$ cat src/rtl/tdm_pkg.sv
// rtl/tdm_pkg.sv - shared constants and FSM state type for the TDM demux path
//
// Purpose: slot geometry of the 4:1 TDM frame and the receiver state encoding.
// Ports: none (package).

package tdm_pkg;

  localparam int SLOT_W = 2;  // width of the slot index / mux select
  localparam int NSLOT  = 4;  // beats per frame

  typedef enum logic {
    HUNT = 1'b0,  // searching for a start-of-frame marker
    RECV = 1'b1   // locked, collecting slots
  } state_t;

endpackage

$ cat src/rtl/slot_cnt_mod4.sv
// rtl/slot_cnt_mod4.sv - modulo-4 slot index counter with load-1 and clear
//
// Purpose: tracks the slot expected on the next accepted beat.
// Ports:
//   clk    in   rising-edge clock
//   rst    in   asynchronous reset, active-high (count -> 0)
//   inc    in   advance by one, wrapping 3 -> 0
//   load1  in   force count to 1 (a slot-0 beat was just taken)
//   clr    in   force count to 0
//   cnt    out  current slot index

module slot_cnt_mod4
  import tdm_pkg::*;
(
  input  logic              clk,
  input  logic              rst,
  input  logic              inc,
  input  logic              load1,
  input  logic              clr,
  output logic [SLOT_W-1:0] cnt
);

  // clr outranks load1, which outranks inc; the FSM never asserts more than one.
  always_ff @(posedge clk or posedge rst) begin
    if (rst) begin
      cnt <= '0;
    end else if (clr) begin
      cnt <= '0;
    end else if (load1) begin
      cnt <= SLOT_W'(1);
    end else if (inc) begin
      cnt <= cnt + SLOT_W'(1);  // natural 2-bit overflow gives the 3 -> 0 wrap
    end
  end

endmodule

$ cat src/rtl/tdm_demux_4.sv
// rtl/tdm_demux_4.sv - 4-slot TDM demultiplexer with start-of-frame lock
//
// Purpose: rebuilds four parallel channels from a serialized beat stream
// (slot order y1,y2,y3,y4), publishing a complete frame once per frame and
// flagging/resynchronizing on framing violations.
// Ports:
//   clk          in   rising-edge clock
//   rst          in   asynchronous reset, active-high
//   din          in   serialized data beat
//   din_valid    in   beat present this cycle (no backpressure)
//   sof          in   beat is slot 0; qualified by din_valid
//   y1..y4       out  recovered channels, change only with frame_valid
//   frame_valid  out  1-cycle pulse: y1..y4 hold a new complete frame
//   c            out  slot index expected on the next beat
//   locked       out  high while in RECV
//   sync_err     out  1-cycle pulse on a framing violation

module tdm_demux_4
  import tdm_pkg::*;
#(
  parameter int WIDTH = 1
) (
  input  logic              clk,
  input  logic              rst,
  input  logic [WIDTH-1:0]  din,
  input  logic              din_valid,
  input  logic              sof,
  output logic [WIDTH-1:0]  y1,
  output logic [WIDTH-1:0]  y2,
  output logic [WIDTH-1:0]  y3,
  output logic [WIDTH-1:0]  y4,
  output logic              frame_valid,
  output logic [SLOT_W-1:0] c,
  output logic              locked,
  output logic              sync_err
);

  state_t state_q, state_d;

  logic cnt_inc, cnt_load1, cnt_clr;
  logic sh0_we, sh1_we, sh2_we;
  logic publish, err;

  // Slot 3 is never stored: it goes straight to y4 together with the shadows.
  logic [WIDTH-1:0] shadow0, shadow1, shadow2;

  slot_cnt_mod4 u_slot_cnt (
    .clk   (clk),
    .rst   (rst),
    .inc   (cnt_inc),
    .load1 (cnt_load1),
    .clr   (cnt_clr),
    .cnt   (c)
  );

  always_ff @(posedge clk or posedge rst) begin
    if (rst) begin
      state_q <= HUNT;
    end else begin
      state_q <= state_d;
    end
  end

  always_comb begin
    state_d   = state_q;
    cnt_inc   = 1'b0;
    cnt_load1 = 1'b0;
    cnt_clr   = 1'b0;
    sh0_we    = 1'b0;
    sh1_we    = 1'b0;
    sh2_we    = 1'b0;
    publish   = 1'b0;
    err       = 1'b0;

    if (din_valid) begin
      case (state_q)
        HUNT: begin
          // Non-sof beats are dropped silently while hunting.
          if (sof) begin
            state_d   = RECV;
            cnt_load1 = 1'b1;
            sh0_we    = 1'b1;
          end
        end
        default: begin  // RECV
          if (sof) begin
            // sof always restarts the frame; it is only legal at slot 0.
            cnt_load1 = 1'b1;
            sh0_we    = 1'b1;
            err       = (c != '0);
          end else if (c == '0) begin
            // Slot 0 without its marker: lock is lost.
            err     = 1'b1;
            cnt_clr = 1'b1;
            state_d = HUNT;
          end else begin
            cnt_inc = 1'b1;
            case (c)
              SLOT_W'(1): sh1_we  = 1'b1;
              SLOT_W'(2): sh2_we  = 1'b1;
              default:    publish = 1'b1;  // slot NSLOT-1 completes the frame
            endcase
          end
        end
      endcase
    end
  end

  always_ff @(posedge clk or posedge rst) begin
    if (rst) begin
      shadow0     <= '0;
      shadow1     <= '0;
      shadow2     <= '0;
      y1          <= '0;
      y2          <= '0;
      y3          <= '0;
      y4          <= '0;
      frame_valid <= 1'b0;
      sync_err    <= 1'b0;
    end else begin
      frame_valid <= publish;
      sync_err    <= err;
      if (sh0_we) shadow0 <= din;
      if (sh1_we) shadow1 <= din;
      if (sh2_we) shadow2 <= din;
      if (publish) begin
        y1 <= shadow0;
        y2 <= shadow1;
        y3 <= shadow2;
        y4 <= din;
      end
    end
  end

  assign locked = (state_q == RECV);

endmodule

$ cat config.mk
export PLATFORM = sky130hd
export DESIGN_NAME = tdm_demux_4
export DESIGN_NICKNAME = d
export VERILOG_FILES = /design/src/rtl/tdm_pkg.sv /design/src/rtl/slot_cnt_mod4.sv /design/src/rtl/tdm_demux_4.sv
export SDC_FILE = /design/constraint.sdc
export NUM_CORES = 1
export LEC_CHECK = 0
export BUFFER_PORTS_ARGS = -buffer_cell sky130_fd_sc_hd__buf_4
export CAP_MARGIN = 20
export CORE_UTILIZATION = 40
export DETAILED_ROUTE_END_ITERATION = 10
export SLEW_MARGIN = 40
export SYNTH_ARGS = -nofsm -noshare
export SYNTH_HDL_FRONTEND = slang
export SYNTH_HIERARCHICAL = 1
export SYNTH_SLANG_ARGS = --single-unit
$ cat constraint.sdc
create_clock -name clk -period 2 [get_ports clk]
set_input_delay 0.2 -clock clk [delete_from_list [all_inputs] [get_ports clk]]
set_output_delay 0.2 -clock clk [all_outputs]
set_load 0.1 [all_outputs]
==> reports/results.ini, run 1 <==
[run_status]
status = completed

[sta]
period_share_pct = 82.40
min_period_ns = 1.648
finalSetupViolCount = 0
rsz0062_at_grt = no
finClkSkew_ns = 0.01299
tightest_slew_ns = 0.3746
finalHoldViolCount = 0
finalSetupTns_ns = 0
slew_headroom_pct = 75.00
slew_violations = 0
fmax_mhz = 606.8
worst_slack_ns = 0.3521

[hold_path]
min_path_type = primary input to register
min_from = din
hold_end = y4
whs_path_depth = 2

[setup_path]
cp_top_family = simple AND/OR/NAND/NOR gates
r2r_setup_slack_ns = 0.35
r2r_start = u_slot_cnt/cnt[0]
endpoint_kind = register
path_class = register to register
startpoint_type = register
path_max_fanout = 8
worst-path-buf-inv = 0
r2r_cells = 5
r2r-end = u_slot_cnt/cnt[1]
required_ns = 2.19
cp_slowest_cell = dfrtp_2
cp.arrival_ns = 1.84
cp_cell_sequence = or2_2 -> ha_1 -> and3_2 -> a21bo_1 -> a211oi_2
slowest_delay_ns = 0.48

[routing]
drc = 0
wire_per_inst_um = 13.39
firstDrtPassIters = 2
drt-total-wl_mm = 1.031
vias_per_cell = 4.870
drtIter0Drc = 4
antenna_left = 0
vias = 375

[clocking]
clkLatencyLatePin_ns = 0.28
h-tree-depth = 1
cts_inserted_buffers = 3
cts_buffer_depth = 2
post_cts_buffers = 0
clock_sinks = 12
cts_tree = yes
clkTransAtPathRegs_ns = 0.08
root_buffer = clkbuf_4

[die]
pin_count = 14
die_x_um = 40.02
core_um2 = 1318
die_area_um2 = 1601
initial_utilization_pct = 43.87
die_y_um = 40.02
rows = 13

[global_route]
grt_pass1_vias = 379
grt_max_degree = 11
gr-usage-all-layers_pct = 16.69
antenna_found_initial = 0
grt_pass1_wl_mm = 1.662
grt_overflow = 0

[placed_design]
post-dp-hpwl_um = 789.5
dpl_cell_area_um2 = 696.9
portBuffers = 13
place_ws_ns = 0.3716
routabilityCongestion = 0.7440

[yosys]
synth_warnings = 6
synth_fp_nets = 51
syn-cell-area_um2 = 578.1
synth_area_leaders = dfrtp_1, mux2_1, mux2_2, ha_1, and3_2
synth_cell_type_count = 19
synth_cells = 44
synth-seq-cells = 12
synth_top_area_cell = dfrtp_1
ys_seq_area_share_pct = 51.95
syn_area_per_cell_um2 = 13.14
yosysTopAreaCellShare_pct = 51.95

[finish]
final_layout_size_suffix_gt1_share_pct = 50.00
fin_util_pct = 55.65
area_growth_pct = 26.84
final_area_um2 = 733.2
nNetsFinal = 70
diodes = 0

[flow_run]
maxCapViolCount = 0

[state kept, by name, summed over array words and instances, names as in the netlist]
name / flops
frame_valid: 1
locked: 1
shadow0: 1
shadow1: 1
shadow2: 1
sync_err: 1
u_slot_cnt/cnt: 2
y1: 1
y2: 1
y3: 1
y4: 1
[cell usage after synthesis]
master	n
nor2b_4	1
mux2_2	3
dfrtp_1	12
inv_1	6
and3_2	3
nor3b_1	1
a21bo_1	1
or2_2	1
nand3b_1	1
nand2_2	1
and2_2	1
ha_1	2
a211oi_2	1
nor2_1	2
nand4_4	1
a21oi_1	1
xnor2_1	1
mux2_1	4
nor4b_2	1
[routing by layer]
layer	global-route usage, %	up-vias	share of wire [%]
met2	25.00	9	50
met4	10.34	0	1.2
li1	-	186	-
met1	20.94	178	43
met3	5.000	2	5.3
met5	0	-	0
[worst max-delay path by stage]
stage | startpoint | endpoint | slack, ns | cells past startpoint
final | u_slot_cnt/cnt[0] | u_slot_cnt/cnt[1] | 0.35 | 5
after global routing | u_slot_cnt/cnt[0] | u_slot_cnt/cnt[1] | 0.27 | 5
after CTS | u_slot_cnt/cnt[0] | u_slot_cnt/cnt[1] | 0.35 | 5
after detailed placement | u_slot_cnt/cnt[0] | u_slot_cnt/cnt[1] | 0.37 | 5
after global placement | u_slot_cnt/cnt[0] | u_slot_cnt/cnt[1] | 0.42 | 5
after floorplan | u_slot_cnt/cnt[0] | u_slot_cnt/cnt[1] | 0.18 | 5
[layout make-up]
| class | count | area (µm²) |
|---|---|---|
| timing repair buffer | 14 | 107.6 |
| fill | 103 | 584.3 |
| multi-input combinational | 26 | 255.2 |
| sequential | 12 | 302.8 |
| inverter | 6 | 22.52 |
| tap | 15 | 18.77 |
| clock buffer | 4 | 26.28 |
[stage by stage]
step	cells	hold WS [ns]
finish	77	0.1830
global placement	72	0.06546
global route	77	0.1736
CTS	77	0.1767
floorplan	44	-0.05878
detailed placement	72	0.07294
[layout by cell type, fill, tap and decap left out, drive strengths merged, types with 2 or more instances in the layout]
| cell type | count |
|---|---|
| and3 | 3 |
| buf | 13 |
| clkbuf | 4 |
| dfrtp | 12 |
| ha | 2 |
| inv | 6 |
| mux2 | 7 |
| nor2 | 2 |
[cell families (layout without fill, tap and decap cells)]
logic type                 count (synthesis)  after routing  share of synthesized area [%]
muxes                                      7              7                          13.64
and+or+nand+nor                           13             13                          19.92
adders and majority gates                  2              2                          4.328
AOI/OAI and AO/OA                          3              3                          4.761
DFF                                       12             12                          51.95
xor gates and xnor gates                   1              1                          1.515
buffers and inverters                      6             24                          3.896
[repair_timing]
action | CTS | global route
hold buffers | 1 | 0
gates resized for setup | 0 | 0
hold endpoints to repair | 12 | 0
Power of run 1 is left out: the tool's default activity adds up to more than one toggle a clock period on the data nets, which glitch-free logic cannot reach.
==> run 2: changes to the inputs <==
==> constraint.sdc (replaced) <==
create_clock -name clk -period 1.33 [get_ports clk]
set_input_delay 0.133 -clock clk [delete_from_list [all_inputs] [get_ports clk]]
set_output_delay 0.133 -clock clk [all_outputs]
set_load 0.1 [all_outputs]
==> reports/results.ini, run 2 (synthesis gave the netlist of run 1 again) <==
[sta]
slew_violations = 0  ; unchanged
rsz0062_at_grt = yes
worst_slack_ns = -0.1866  ; -0.5387 ns
finClkSkew_ns = 0.002740  ; -0.01025 ns
finalSetupViolCount = 4  ; +4
period_share_pct = 114.0  ; +32 points
slew_headroom_pct = 74.78  ; -0.21 points
min_period_ns = 1.517  ; -0.1313 ns
finalHoldViolCount = 0  ; unchanged
fmax_mhz = 659.4  ; +8.7%
tightest_slew_ns = 0.3778  ; +0.003210 ns

[clocking]
clkTransAtPathRegs_ns = 0.08  ; about the same
cts_tree = yes
h-tree-depth = 1  ; unchanged
clkLatencyLatePin_ns = 0.27  ; about the same
cts_buffer_depth = 2  ; unchanged
root_buffer = clkbuf_4
cts_inserted_buffers = 3  ; unchanged
clock_sinks = 12  ; unchanged

[finish]
seq_area_um2 = 311.5  ; +2.9%
area_growth_pct = 53.03
mostFrequentLayoutCell = buf_4
n_fill_cell = 99  ; -3.9%
layout_common_cells = buf_4, dfrtp_1, mux2_4
multi_input_area_um2 = 339.1  ; +33%
final_layout_size_suffix_gt1_share_pct = 70.15  ; +20 points
nNetsFinal = 75  ; +7.1%
regMostFlops = u_slot_cnt/cnt
diodes = 0  ; unchanged
largest_reg_flops = 2  ; unchanged

[placed_design]
routabilityCongestion = 0.7256  ; -2.5%
post-dp-hpwl_um = 971  ; +23%
portBuffers = 13  ; unchanged
place_ws_ns = -0.1842  ; -0.5559 ns

[routing]
drt-total-wl_mm = 1.330  ; +29%
vias_per_cell = 5.146  ; +5.7%
firstDrtPassIters = 4  ; +2
wire_per_inst_um = 16.22  ; +21%
vias = 422  ; +13%
drtIter0Drc = 5  ; +1
antenna_left = 0  ; unchanged
drc = 0  ; unchanged

[die]
die_area_um2 = 1601  ; unchanged
initial_utilization_pct = 43.87  ; unchanged
pin_count = 14  ; unchanged
core_um2 = 1318  ; unchanged
die_y_um = 40.02  ; unchanged
die_x_um = 40.02  ; unchanged
rows = 13  ; unchanged

[setup_path]
cp_cell_sequence = or2_4 -> ha_4 -> and3_4 -> a21bo_1 -> a211oi_2
path_max_fanout = 3  ; -5
slowest_delay_ns = 0.48  ; about the same
startpoint_type = register
required_ns = 1.51  ; -0.68 ns
r2r_cells = 5  ; unchanged
cp_slowest_cell = dfrtp_4
path_class = register to register
endpoint_kind = register
cp.arrival_ns = 1.70  ; -0.14 ns

[hold_path]
whs_path_depth = 2  ; unchanged
min_path_type = primary input to register

[flow_run]
maxCapViolCount = 0  ; unchanged

[run_status]
violations = setup timing
status = finished with violations

[global_route]
gr-usage-all-layers_pct = 19.91  ; +3.2 points
grt_pass1_vias = 416  ; +9.8%
grt_overflow = 0  ; unchanged
grt_max_degree = 11  ; unchanged
grt_pass1_wl_mm = 1.980  ; +19%
antenna_found_initial = 0  ; unchanged

## run 2: cell count changes in the layout (fill, tap and decap cells not counted), moves of 2 or more
cell     previous run  this run
and3_2              3         0
mux2_1              4         0
ha_4                0         2
mux2_4              0         6
dfrtp_4             0         3
buf_6               0         3
buf_4              13        15
ha_1                2         0
mux2_2              3         1
and3_4              0         3
dfrtp_2             2         0
## run 2: cell type report
class                   count  area share (%)
flip-flops and latches     12           35.22
multi-input cells          26           38.33
clock buffers               4           4.102
well taps                  15           2.122
inverters                   6           2.546
repair buffers             19           17.68
## run 2: critical path, delay by kind of cell, from the launching register on
kind / cells / cell delay (ns)
adders and majority gates: 1 / 0.15
and+or+nand+nor: 2 / 0.44
AOI/OAI and AO/OA: 2 / 0.36
DFF: 1 / 0.48
## run 2: what timing repair did
action,4_1_cts,5_1_grt
gates resized for setup,6,6
hold buffers,1,0
endpoints found under the hold margin,12,0
endpoints found under the setup margin,5,11
pin swaps,2,1
setup buffers,2,0
## run 2: worst paths after layout
path	slack [ns]	end	from
max	-0.19	u_slot_cnt/cnt[1]	u_slot_cnt/cnt[0]
min	0.12	shadow2	din
max reg2reg	-0.19	u_slot_cnt/cnt[1]	u_slot_cnt/cnt[0]
min reg2reg	0.51	shadow0	shadow0
max in group asynchronous	0.63	locked	rst
min in group asynchronous	0.27	u_slot_cnt/cnt[0]	rst
## run 2: through the flow
step / hold slack [ns] / cell area (µm²) / cells / setup TNS, ns / util (%)
final: 0.1239 / 884.6 / 82 / -0.3796 / 67.14
after global placement: -0.0005796 / 769.5 / 75 / -0.2543 / 58.40
after CTS: 0.1249 / 862.1 / 82 / -0.3754 / 65.43
after detailed placement: 0.007525 / 769.5 / 75 / -0.3991 / 58.40
after floorplan: -0.1258 / 630.6 / 44 / -1.466 / -
after global routing: 0.1225 / 884.6 / 82 / -0.5682 / 67.14
## run 2: per-layer routing
metal  up-vias  part of all wire, %  track usage [%]
li1        197                    -                -
met1       210                   42            24.20
met2        11                   52            32.26
met3         4                  4.1            5.000
met4         0                  1.5            10.34
met5         -                    0                0
Power of run 2 is left out for the same reason.
